File: config.mk
export PLATFORM = sky130hd
export DESIGN_NAME = sram_a_loader
export DESIGN_NICKNAME = d
export VERILOG_FILES = /design/src/rtl/sram_a_loader.sv
export SDC_FILE = /design/constraint.sdc
export NUM_CORES = 1
export LEC_CHECK = 0
export CAP_MARGIN = 20
export CORE_MARGIN = 4
export CORE_UTILIZATION = 44
export DETAILED_ROUTE_END_ITERATION = 8
export HOLD_SLACK_MARGIN = 0.1
export PLACE_DENSITY = 0.77
export SLEW_MARGIN = 20
export SYNTH_ARGS = -nofsm -noshare
export SYNTH_HDL_FRONTEND = slang
export SYNTH_SLANG_ARGS = --single-unit
File: constraint.sdc
create_clock -name clk -period 4.3 [get_ports clk]
set_input_delay 0.43 -clock clk [delete_from_list [all_inputs] [get_ports clk]]
set_output_delay 0.43 -clock clk [all_outputs]
set_load 0.05 [all_outputs]
File: src/rtl/sram_a_loader.sv
// rtl/sram_a_loader.sv - scatters a raster 28x28 pixel stream into the nine interleaved SRAM_a banks
// Optional SRAM_A_LOADER_CLEAR_EN: zero every bank word before loading.
module sram_a_loader #(
    parameter int DATA_WIDTH             = 8,
    parameter int DATA_NUM_PER_SRAM_ADDR = 4,
    parameter int IMG_SIZE               = 28
) (
    input  logic                                         clk,
    input  logic                                         srstn,
    input  logic                                         start,
    input  logic                                         pix_valid,
    input  logic [DATA_WIDTH-1:0]                        pix_data,
    output logic                                         pix_ready,
    output logic                                         sram_write_enable_a0,
    output logic                                         sram_write_enable_a1,
    output logic                                         sram_write_enable_a2,
    output logic                                         sram_write_enable_a3,
    output logic                                         sram_write_enable_a4,
    output logic                                         sram_write_enable_a5,
    output logic                                         sram_write_enable_a6,
    output logic                                         sram_write_enable_a7,
    output logic                                         sram_write_enable_a8,
    output logic [DATA_NUM_PER_SRAM_ADDR-1:0]            sram_bytemask_a,
    output logic [9:0]                                   sram_waddr_a,
    output logic [DATA_NUM_PER_SRAM_ADDR*DATA_WIDTH-1:0] sram_wdata_a,
    output logic                                         busy,
    output logic                                         load_done
);

    localparam int NB    = DATA_NUM_PER_SRAM_ADDR;
    localparam int NW    = NB * DATA_WIDTH;
    localparam int CW    = $clog2(IMG_SIZE);
    localparam int TPR   = (IMG_SIZE + 5) / 6;

`ifdef SRAM_A_LOADER_CLEAR_EN
    localparam int AW    = $clog2(TPR * TPR);
    typedef enum logic [1:0] {S_IDLE, S_CLEAR, S_LOAD, S_DONE} state_t;
    logic [AW-1:0] a_q, a_d;
`else
    typedef enum logic [1:0] {S_IDLE, S_LOAD, S_DONE} state_t;
`endif

    state_t          state_q, state_d;
    logic [CW-1:0]   r_q, r_d, c_q, c_d;
    logic [8:0]      we_q, we_d;
    logic [NB-1:0]   mask_q, mask_d;
    logic [9:0]      waddr_q, waddr_d;
    logic [NW-1:0]   wdata_q, wdata_d;
    logic            busy_q, load_done_q;

    logic            hs, last_pix;
    logic [CW-1:0]   tr, tc;
    logic [3:0]      bank;
    logic [9:0]      addr;
    logic [1:0]      lane;

    assign pix_ready = (state_q == S_LOAD);
    assign hs        = pix_ready & pix_valid;
    assign last_pix  = (r_q == CW'(IMG_SIZE - 1)) && (c_q == CW'(IMG_SIZE - 1));

    // 2x2 pixel tiles are spread over a 3x3 bank grid; the bank-local address walks tiles of 3x3
    assign tr   = r_q >> 1;
    assign tc   = c_q >> 1;
    assign bank = 4'(((32'(tr) % 3) * 3) + (32'(tc) % 3));
    assign addr = 10'(((32'(tr) / 3) * TPR) + (32'(tc) / 3));
    assign lane = {r_q[0], c_q[0]};

    always_comb begin
        state_d = state_q;
        r_d     = r_q;
        c_d     = c_q;
        we_d    = '0;
        mask_d  = '1;
        waddr_d = '0;
        wdata_d = '0;
`ifdef SRAM_A_LOADER_CLEAR_EN
        a_d     = a_q;
`endif
        case (state_q)
            S_IDLE: begin
                if (start) begin
                    r_d = '0;
                    c_d = '0;
`ifdef SRAM_A_LOADER_CLEAR_EN
                    a_d     = '0;
                    state_d = S_CLEAR;
`else
                    state_d = S_LOAD;
`endif
                end
            end
`ifdef SRAM_A_LOADER_CLEAR_EN
            S_CLEAR: begin
                we_d    = '1;
                mask_d  = '0;
                waddr_d = 10'(a_q);
                if (a_q == AW'(TPR * TPR - 1)) begin
                    state_d = S_LOAD;
                end else begin
                    a_d = a_q + 1'b1;
                end
            end
`endif
            S_LOAD: begin
                if (hs) begin
                    we_d    = 9'(1) << bank;
                    waddr_d = addr;
                    // lane 0 lives in the top byte, so its mask bit is the MSB
                    mask_d  = ~(NB'(1) << ~lane);
                    wdata_d = {NB{pix_data}};
                    if (c_q == CW'(IMG_SIZE - 1)) begin
                        c_d = '0;
                        r_d = r_q + 1'b1;
                    end else begin
                        c_d = c_q + 1'b1;
                    end
                    if (last_pix) begin
                        state_d = S_DONE;
                    end
                end
            end
            S_DONE:  state_d = S_IDLE;
            default: state_d = S_IDLE;
        endcase
    end

    always_ff @(posedge clk) begin
        if (!srstn) begin
            state_q     <= S_IDLE;
            r_q         <= '0;
            c_q         <= '0;
            we_q        <= '0;
            mask_q      <= '1;
            waddr_q     <= '0;
            wdata_q     <= '0;
            busy_q      <= 1'b0;
            load_done_q <= 1'b0;
`ifdef SRAM_A_LOADER_CLEAR_EN
            a_q         <= '0;
`endif
        end else begin
            state_q     <= state_d;
            r_q         <= r_d;
            c_q         <= c_d;
            we_q        <= we_d;
            mask_q      <= mask_d;
            waddr_q     <= waddr_d;
            wdata_q     <= wdata_d;
            busy_q      <= (state_d != S_IDLE);
            // DONE coincides with the final write; the pulse follows it by one cycle
            load_done_q <= (state_q == S_DONE);
`ifdef SRAM_A_LOADER_CLEAR_EN
            a_q         <= a_d;
`endif
        end
    end

    assign {sram_write_enable_a8, sram_write_enable_a7, sram_write_enable_a6,
            sram_write_enable_a5, sram_write_enable_a4, sram_write_enable_a3,
            sram_write_enable_a2, sram_write_enable_a1, sram_write_enable_a0} = we_q;
    assign sram_bytemask_a = mask_q;
    assign sram_waddr_a    = waddr_q;
    assign sram_wdata_a    = wdata_q;
    assign busy            = busy_q;
    assign load_done       = load_done_q;

endmodule

==> run metrics, run 1 <==
RR Startpoint c_q[4]; initial antenna violation count 0; Reg area 831 um2; crit path DAT between 4000 and 5000 ps; Top delay family on crit path adder cells; mapped cell area roughly 2600 um2; WHS Path Cells 1; CTS Hold Bufs 0; DRT Pass-1 Iters 4; htree depth 2; CP Max Fanout 7; Post-synth EDFFs 0; Avg Cell Area, Syn 9.13 um2; CP Capture Type flip-flop; Seq/Total Area, Yosys 31.9%; Min-Delay Path Class reg2reg; Netlist cell types 54; Die ar. 7140 um2; r2r endpoint we_q[4]; Synth top area share 31.9%; CTS root buf clkbuf_8; startpoint types flip-flop; fin crit share 96.7%; Final #Nets ~390; Die W ~85 um; Setup CP Type reg2reg; clock sink count 41; largest net degree at the start of global routing 17; synthesis-to-layout area growth 38.0%; Min Clock Period, post-route 4160 ps; Multi-input gate area 1610 um2; max frequency between 200 and 250 MHz; # setup viols final 0; Fin. Hold Viols 0; Die Y 84.5 um; Buf+Inv Stages, Crit Path 2; Tot Pwr approximately 730 uW; fill count ~470; routability congestion estimate 0.866; Setup WS pre-CTS -72.1 ps; asr flop ratio synth 0%; leading post-synthesis cells by instance count 41 x dfxtp_1, 28 x buf_4, 23 x nor2_1; Pleak 0.00146 uW; clock latency on the worst-skew pair around 290 ps; Global Route Usage Sum between 10% and 20%; hold_sp state_q[0]; post-DR vias/cell 5.10; drt wl/cell 13.6 um; share of post-route cells with drive strength above 1 between 20% and 30%; Synth Flop Type dfxtp_1; worst path cell trace and2b_4, ha_4, a21boi_4, buf_4, o32a_4, nor3_4, mux2_4, fa_1, ha_2, inv_2, fa_2, xor2_1, xnor2_1, xnor3_2, nor4b_2; max_slew headroom 55.0%; DRC viols 0; DP HPWL 4310 um; grt ovf 0; CTS clk-pin slew, worst paths about 80 ps; CP Data Required Time 4490 ps; ANT nets after route 0; Power Density 205 nW/um2; DRT iter0 DRCs 128; Yosys top cell by area dfxtp_1; Final Max Tran Viols 0; Crit path largest cell delay 550 ps; max_cap viols 0; Clock Path Buffers 2; count leader, synth dfxtp_1; FF+latch count, synth 41; first-pass GRT wire length 9050 um; final WL 5740 um; status complete, no violations; R2R depth 15; Synth area leaders dfxtp_1 32%, ha_1 10%, buf_4 8.2%; row cnt 27; CTS tree yes; YS warnings 0; Reg2Reg Setup Slack 140 ps; starting density of the core between 40% and 50%; Max Clock Skew 5.42 ps; number of inserted diodes 0; Worst Max-Slew Pin Slew between 600 and 700 ps; TritonCTS Buffers 5; Worst Hold Path EP load_done; Syn Inst Count 282; CP max-delay cell fa_1; final setup margin 140 ps; routed vias 2,145; Top-Level Pins 70; I/O Buffers 65; core area 5610 um2; Worst IR Drop VDD 0.000172 V; number of global-route vias before repair 1,981
==> sequential cells by signal (all words and copies together) (netlist names), 2 cells and up <==
register and cells:
state_q 2, we_q 9, sram_bytemask_a 4, sram_waddr_a 6
sram_wdata_a 8, r_q 5, c_q 5
==> metrics by stage <==
step	setup TNS, ps	util (%)	instance area (um2)	hold slack, ps	cells
detailed placement	-91.9	57.7	3230	480	405
CTS	0	59.7	3350	501	414
finish	0	63.4	3550	488	421
global placement	0	57.7	3230	475	405
global route	-212	63.4	3550	539	421
floorplan	0	-	2600	426	285
==> report_power, final <==
part           switching, uW  leakage (uW)  internal [uW]  total [uW]
Clock                    130     0.0000439            112         242
Sequential              6.55      0.000335            384         391
Combinational           62.6       0.00108           33.7        96.3
==> layout by cell type (no fill, tap or decap), types with 4 or more instances in the layout <==
master	n
and2_1	13
nand2b_1	8
nor2_1	21
nand2_1	15
nand3_1	6
buf_4	26
nand3b_1	4
inv_1	13
xnor2_1	10
dfxtp_1	37
clkdlybuf4s50_1	65
nand4_1	6
nor3b_1	5
a21oi_1	12
clkbuf_8	5
ha_1	15
xor2_1	4
ha_2	5
conb_1	4
==> area by class of cell <==
class | instances | share of cell area (%)
Clock buffer | 5 | 1.94
Inverter | 15 | 1.58
Clock inverter | 3 | 0.493
Sequential cell | 41 | 23.4
Timing Repair Buffer | 94 | 24.7
Multi-Input combinational cell | 191 | 45.3
Tap cell | 72 | 2.53
==> layer usage <==
| layer | GRT usage [%] | vias to the layer above | part of all wire [%] |
|---|---|---|---|
| met1 | 18.6 | 1002 | 40 |
| met2 | 25.6 | 59 | 51 |
| met3 | 4.22 | 9 | 7.0 |
| li1 | - | 1075 | - |
| met5 | 0 | - | 0 |
| met4 | 4.75 | 0 | 1.3 |
==> how the worst max path moves through the flow <==
stage	endpoint	slack (ps)	start	cells after the start
after floorplan	we_q[2]	40	r_q[3]	19
after global placement	we_q[3]	120	r_q[3]	18
after detailed placement	we_q[2]	-70	c_q[3]	17
after CTS	we_q[8]	7	c_q[3]	18
after global routing	we_q[4]	-70	r_q[3]	18
final	we_q[4]	140	c_q[4]	15
==> cell families after synthesis <==
family,Yosys count,synth area share [%]
xor gates and xnor gates,17,6.37
and+or+nand+nor,98,21.4
muxes,6,2.48
adders and majority gates,25,13.3
DFF,41,31.9
AOI/OAI and AO/OA,41,12.2
buffers and inverters,53,12.2
other,1,0.146
==> what timing repair did <==
item                       CTS  global route
hold endpoints to repair     0             0
setup endpoints to repair    5             9
pin swaps                    0            20
setup buffers                1             7
gates resized for setup      5            36
(Power assumes the default switching activity.)
==> run 2: changes to the inputs <==
- CORE_UTILIZATION: 44 -> 45
- PLACE_DENSITY: 0.77 -> 0.75
- clock period: 4.3 -> 4.85 ns (I/O delays scaled with it)
==> run 2 against run 1 <==
Effect of this change:
- flip-flop and latch count unchanged
- routed wire length fell by 11%
- non-clock buffer count shrank 23
- global-route usage is 0.68 points lower
- critical endpoint is now we_q[7]
- register-to-register slack better by 180 ps
- clock-buffer cell count stayed put
- power increased by 3.0%
- combinational power down 15%
- final cell count down 5.5%
==> run metrics, run 2 (synthesized netlist as in run 1, its figures left out) <==
Pleak 0.00134 uW (was 0.00146 uW); Placed Area 3110 um2 (was 3230 um2); first-pass GRT wire length 8340 um (was 9050 um); fin cells 398 (was 421); Worst IR Drop VDD 0.000166 V (was 0.000172 V); most frequent cells in the layout 65 x clkdlybuf4s50_1, 38 x dfxtp_1, 23 x nor2_1 (was 65 x clkdlybuf4s50_1, 37 x dfxtp_1, 26 x buf_4); Pint 575 uW (was 530 uW); Fin. Hold Viols 0 (unchanged); clock share of power 42.7% (was 33.2%); final WL 5110 um (was 5740 um); R2R depth 17 (was 15); largest net degree at the start of global routing 17 (unchanged); switching share of power 23.4% (was 27.3%); ANT nets after route 0 (unchanged); # setup viols final 0 (unchanged); grt ovf 0 (unchanged); CTS Hold Bufs 0 (unchanged); routed vias 2,018 (was 2,145); core area 5540 um2 (was 5610 um2); max reg flops 9 (unchanged); Min Clock Period, post-route 4530 ps (was 4160 ps); max frequency 221 MHz (was 240 MHz); Top-Level Pins 70 (unchanged); worst path cell trace and2b_4, ha_1, a21boi_2, a311oi_4, nand2_1, o21ai_0, ha_1, nor3_4, mux2_2, fa_1, ha_1, inv_1, fa_1, xor2_1, xnor2_1, xnor3_2, nor4_1 (was and2b_4, ha_4, a21boi_4, buf_4, o32a_4, nor3_4, mux2_4, fa_1, ha_2, inv_2, fa_2, xor2_1, xnor2_1, xnor3_2, nor4b_2); Final #Nets 362 (was 385); cell area after layout 3270 um2 (was 3550 um2); number of inserted diodes 0 (unchanged); row cnt 27 (unchanged); initial antenna violation count 0 (unchanged); synthesis-to-layout area growth 27.1% (was 38.0%); Min-Delay Path Class reg2reg (unchanged); DP HPWL 3850 um (was 4310 um); placed cells 390 (was 405); share of power burned in registers 46.4% (was 53.6%); post-CTS setup buffer count 0 (was 1); Logic pwr share 11.0% (was 13.2%); share of post-route cells with drive strength above 1 11.3% (was 23.2%); CP most frequent cell ha_1; startpoint types flip-flop (unchanged); most common cell after layout, fill and taps aside clkdlybuf4s50_1 (unchanged); Setup WS pre-CTS 76.5 ps (was -72.1 ps); starting density of the core 46.5% (was 45.9%); Final Util 59.1% (was 63.4%); worst setup path start c_q[4] (unchanged); Final Max Tran Viols 0 (unchanged); clock sink count 41 (unchanged); max_cap viols 0 (unchanged); DRT iter0 DRCs 50 (was 128); routability congestion estimate 0.889 (was 0.866); Global Route Usage Sum 14.4% (was 15.1%); Crit path largest cell delay 490 ps (was 550 ps); Worst Max-Slew Pin Slew 569 ps (was 673 ps); CP Max Fanout 12 (was 7); DRT Pass-1 Iters 4 (unchanged); Reg2Reg Setup Slack 320 ps (was 140 ps); Setup crit end we_q[7] (was we_q[4]); CTS tree yes (unchanged); fill count 476 (was 465); CP max-delay cell fa_1 (unchanged); PostCTS Resize Cnt 0 (was 5); I/O Buffers 65 (unchanged); final setup margin 316 ps (was 140 ps); CP Data Required Time 5040 ps (was 4490 ps); max_slew headroom 62.0% (was 55.0%); CP Capture Type flip-flop (unchanged); setup tns final 0 ps (unchanged); clock latency on the worst-skew pair 290 ps (about the same); Max Clock Skew 5.42 ps (about the same); drt wl/cell 12.8 um (was 13.6 um); crit path DAT 4720 ps (was 4350 ps); Switching Power 176 uW (was 199 uW); largest reg by FF count we_q (unchanged); number of global-route vias before repair 1,915 (was 1,981); Die W 83.6 um (was 84.5 um); unrepaired setup endpoints after global routing no; Die Y 83.6 um (was 84.5 um); Setup CP Type reg2reg (unchanged); DRC viols 0 (unchanged); CTS clk-pin slew, worst paths 80 ps (about the same); CTS root buf clkbuf_8 (unchanged); status complete, no violations (unchanged); fin crit share 93.5% (was 96.7%); htree depth 2 (unchanged); TritonCTS Buffers 5 (unchanged); post-DR vias/cell 5.07 (was 5.10); RR Startpoint c_q[4] (unchanged); r2r endpoint we_q[7] (was we_q[4]); Power Density 229 nW/um2 (was 205 nW/um2); Die ar. 7000 um2 (was 7140 um2); Clock Path Buffers 2 (unchanged)
==> run 2: final cells by class <==
cell class                 instances  area, um2  share of cell area [%]
sequential                        41        825                    25.2
inverter                          15       56.3                    1.72
clock buffer                       5       68.8                    2.10
multi-input combinational        191       1470                    45.0
timing repair buffer              71        696                    21.3
clock inverter                     3       65.1                    1.99
tap                               72       90.1                    2.75
==> run 2: how the worst min path moves through the flow <==
stage	endpoint	cells past startpoint	slack [ps]	startpoint
after global placement	load_done	1	480	state_q[0]
after floorplan	sram_bytemask_a[1]	1	430	r_q[0]
final	load_done	1	490	state_q[0]
after CTS	load_done	1	490	state_q[0]
after global routing	sram_bytemask_a[1]	1	520	r_q[0]
after detailed placement	load_done	1	470	state_q[0]
==> run 2: critical path, delay by kind of cell, from the launching register on <==
kind | cells | cell delay [ps]
fa+ha+maj | 5 | 1450
simple gates | 4 | 970
xor+xnor | 3 | 700
compound gates | 3 | 490
flops | 1 | 390
mux | 1 | 380
buf+inv | 1 | 50
==> run 2: through the flow <==
stage | hold WS [ps] | total power (uW)
2_1_floorplan | 426 | 417
3_3_place_gp | 477 | 438
3_5_place_dp | 465 | 438
4_1_cts | 492 | 761
5_1_grt | 521 | 777
6_report | 495 | 751
==> run 2: routing by layer <==
layer	GRT usage, %	part of all wire [%]
met1	17.5	46
met2	22.4	43
met3	4.64	7.7
met4	8.33	2.7
met5	0	0
==> run 2: power by group through the flow <==
stage,clock [uW],combinational [uW],sequential (uW)
2_1_floorplan,0,52.0,365
3_3_place_gp,0,81.8,356
3_5_place_dp,0,82.2,356
4_1_cts,330,82.6,348
5_1_grt,342,86.5,349
6_report,320,82.2,348
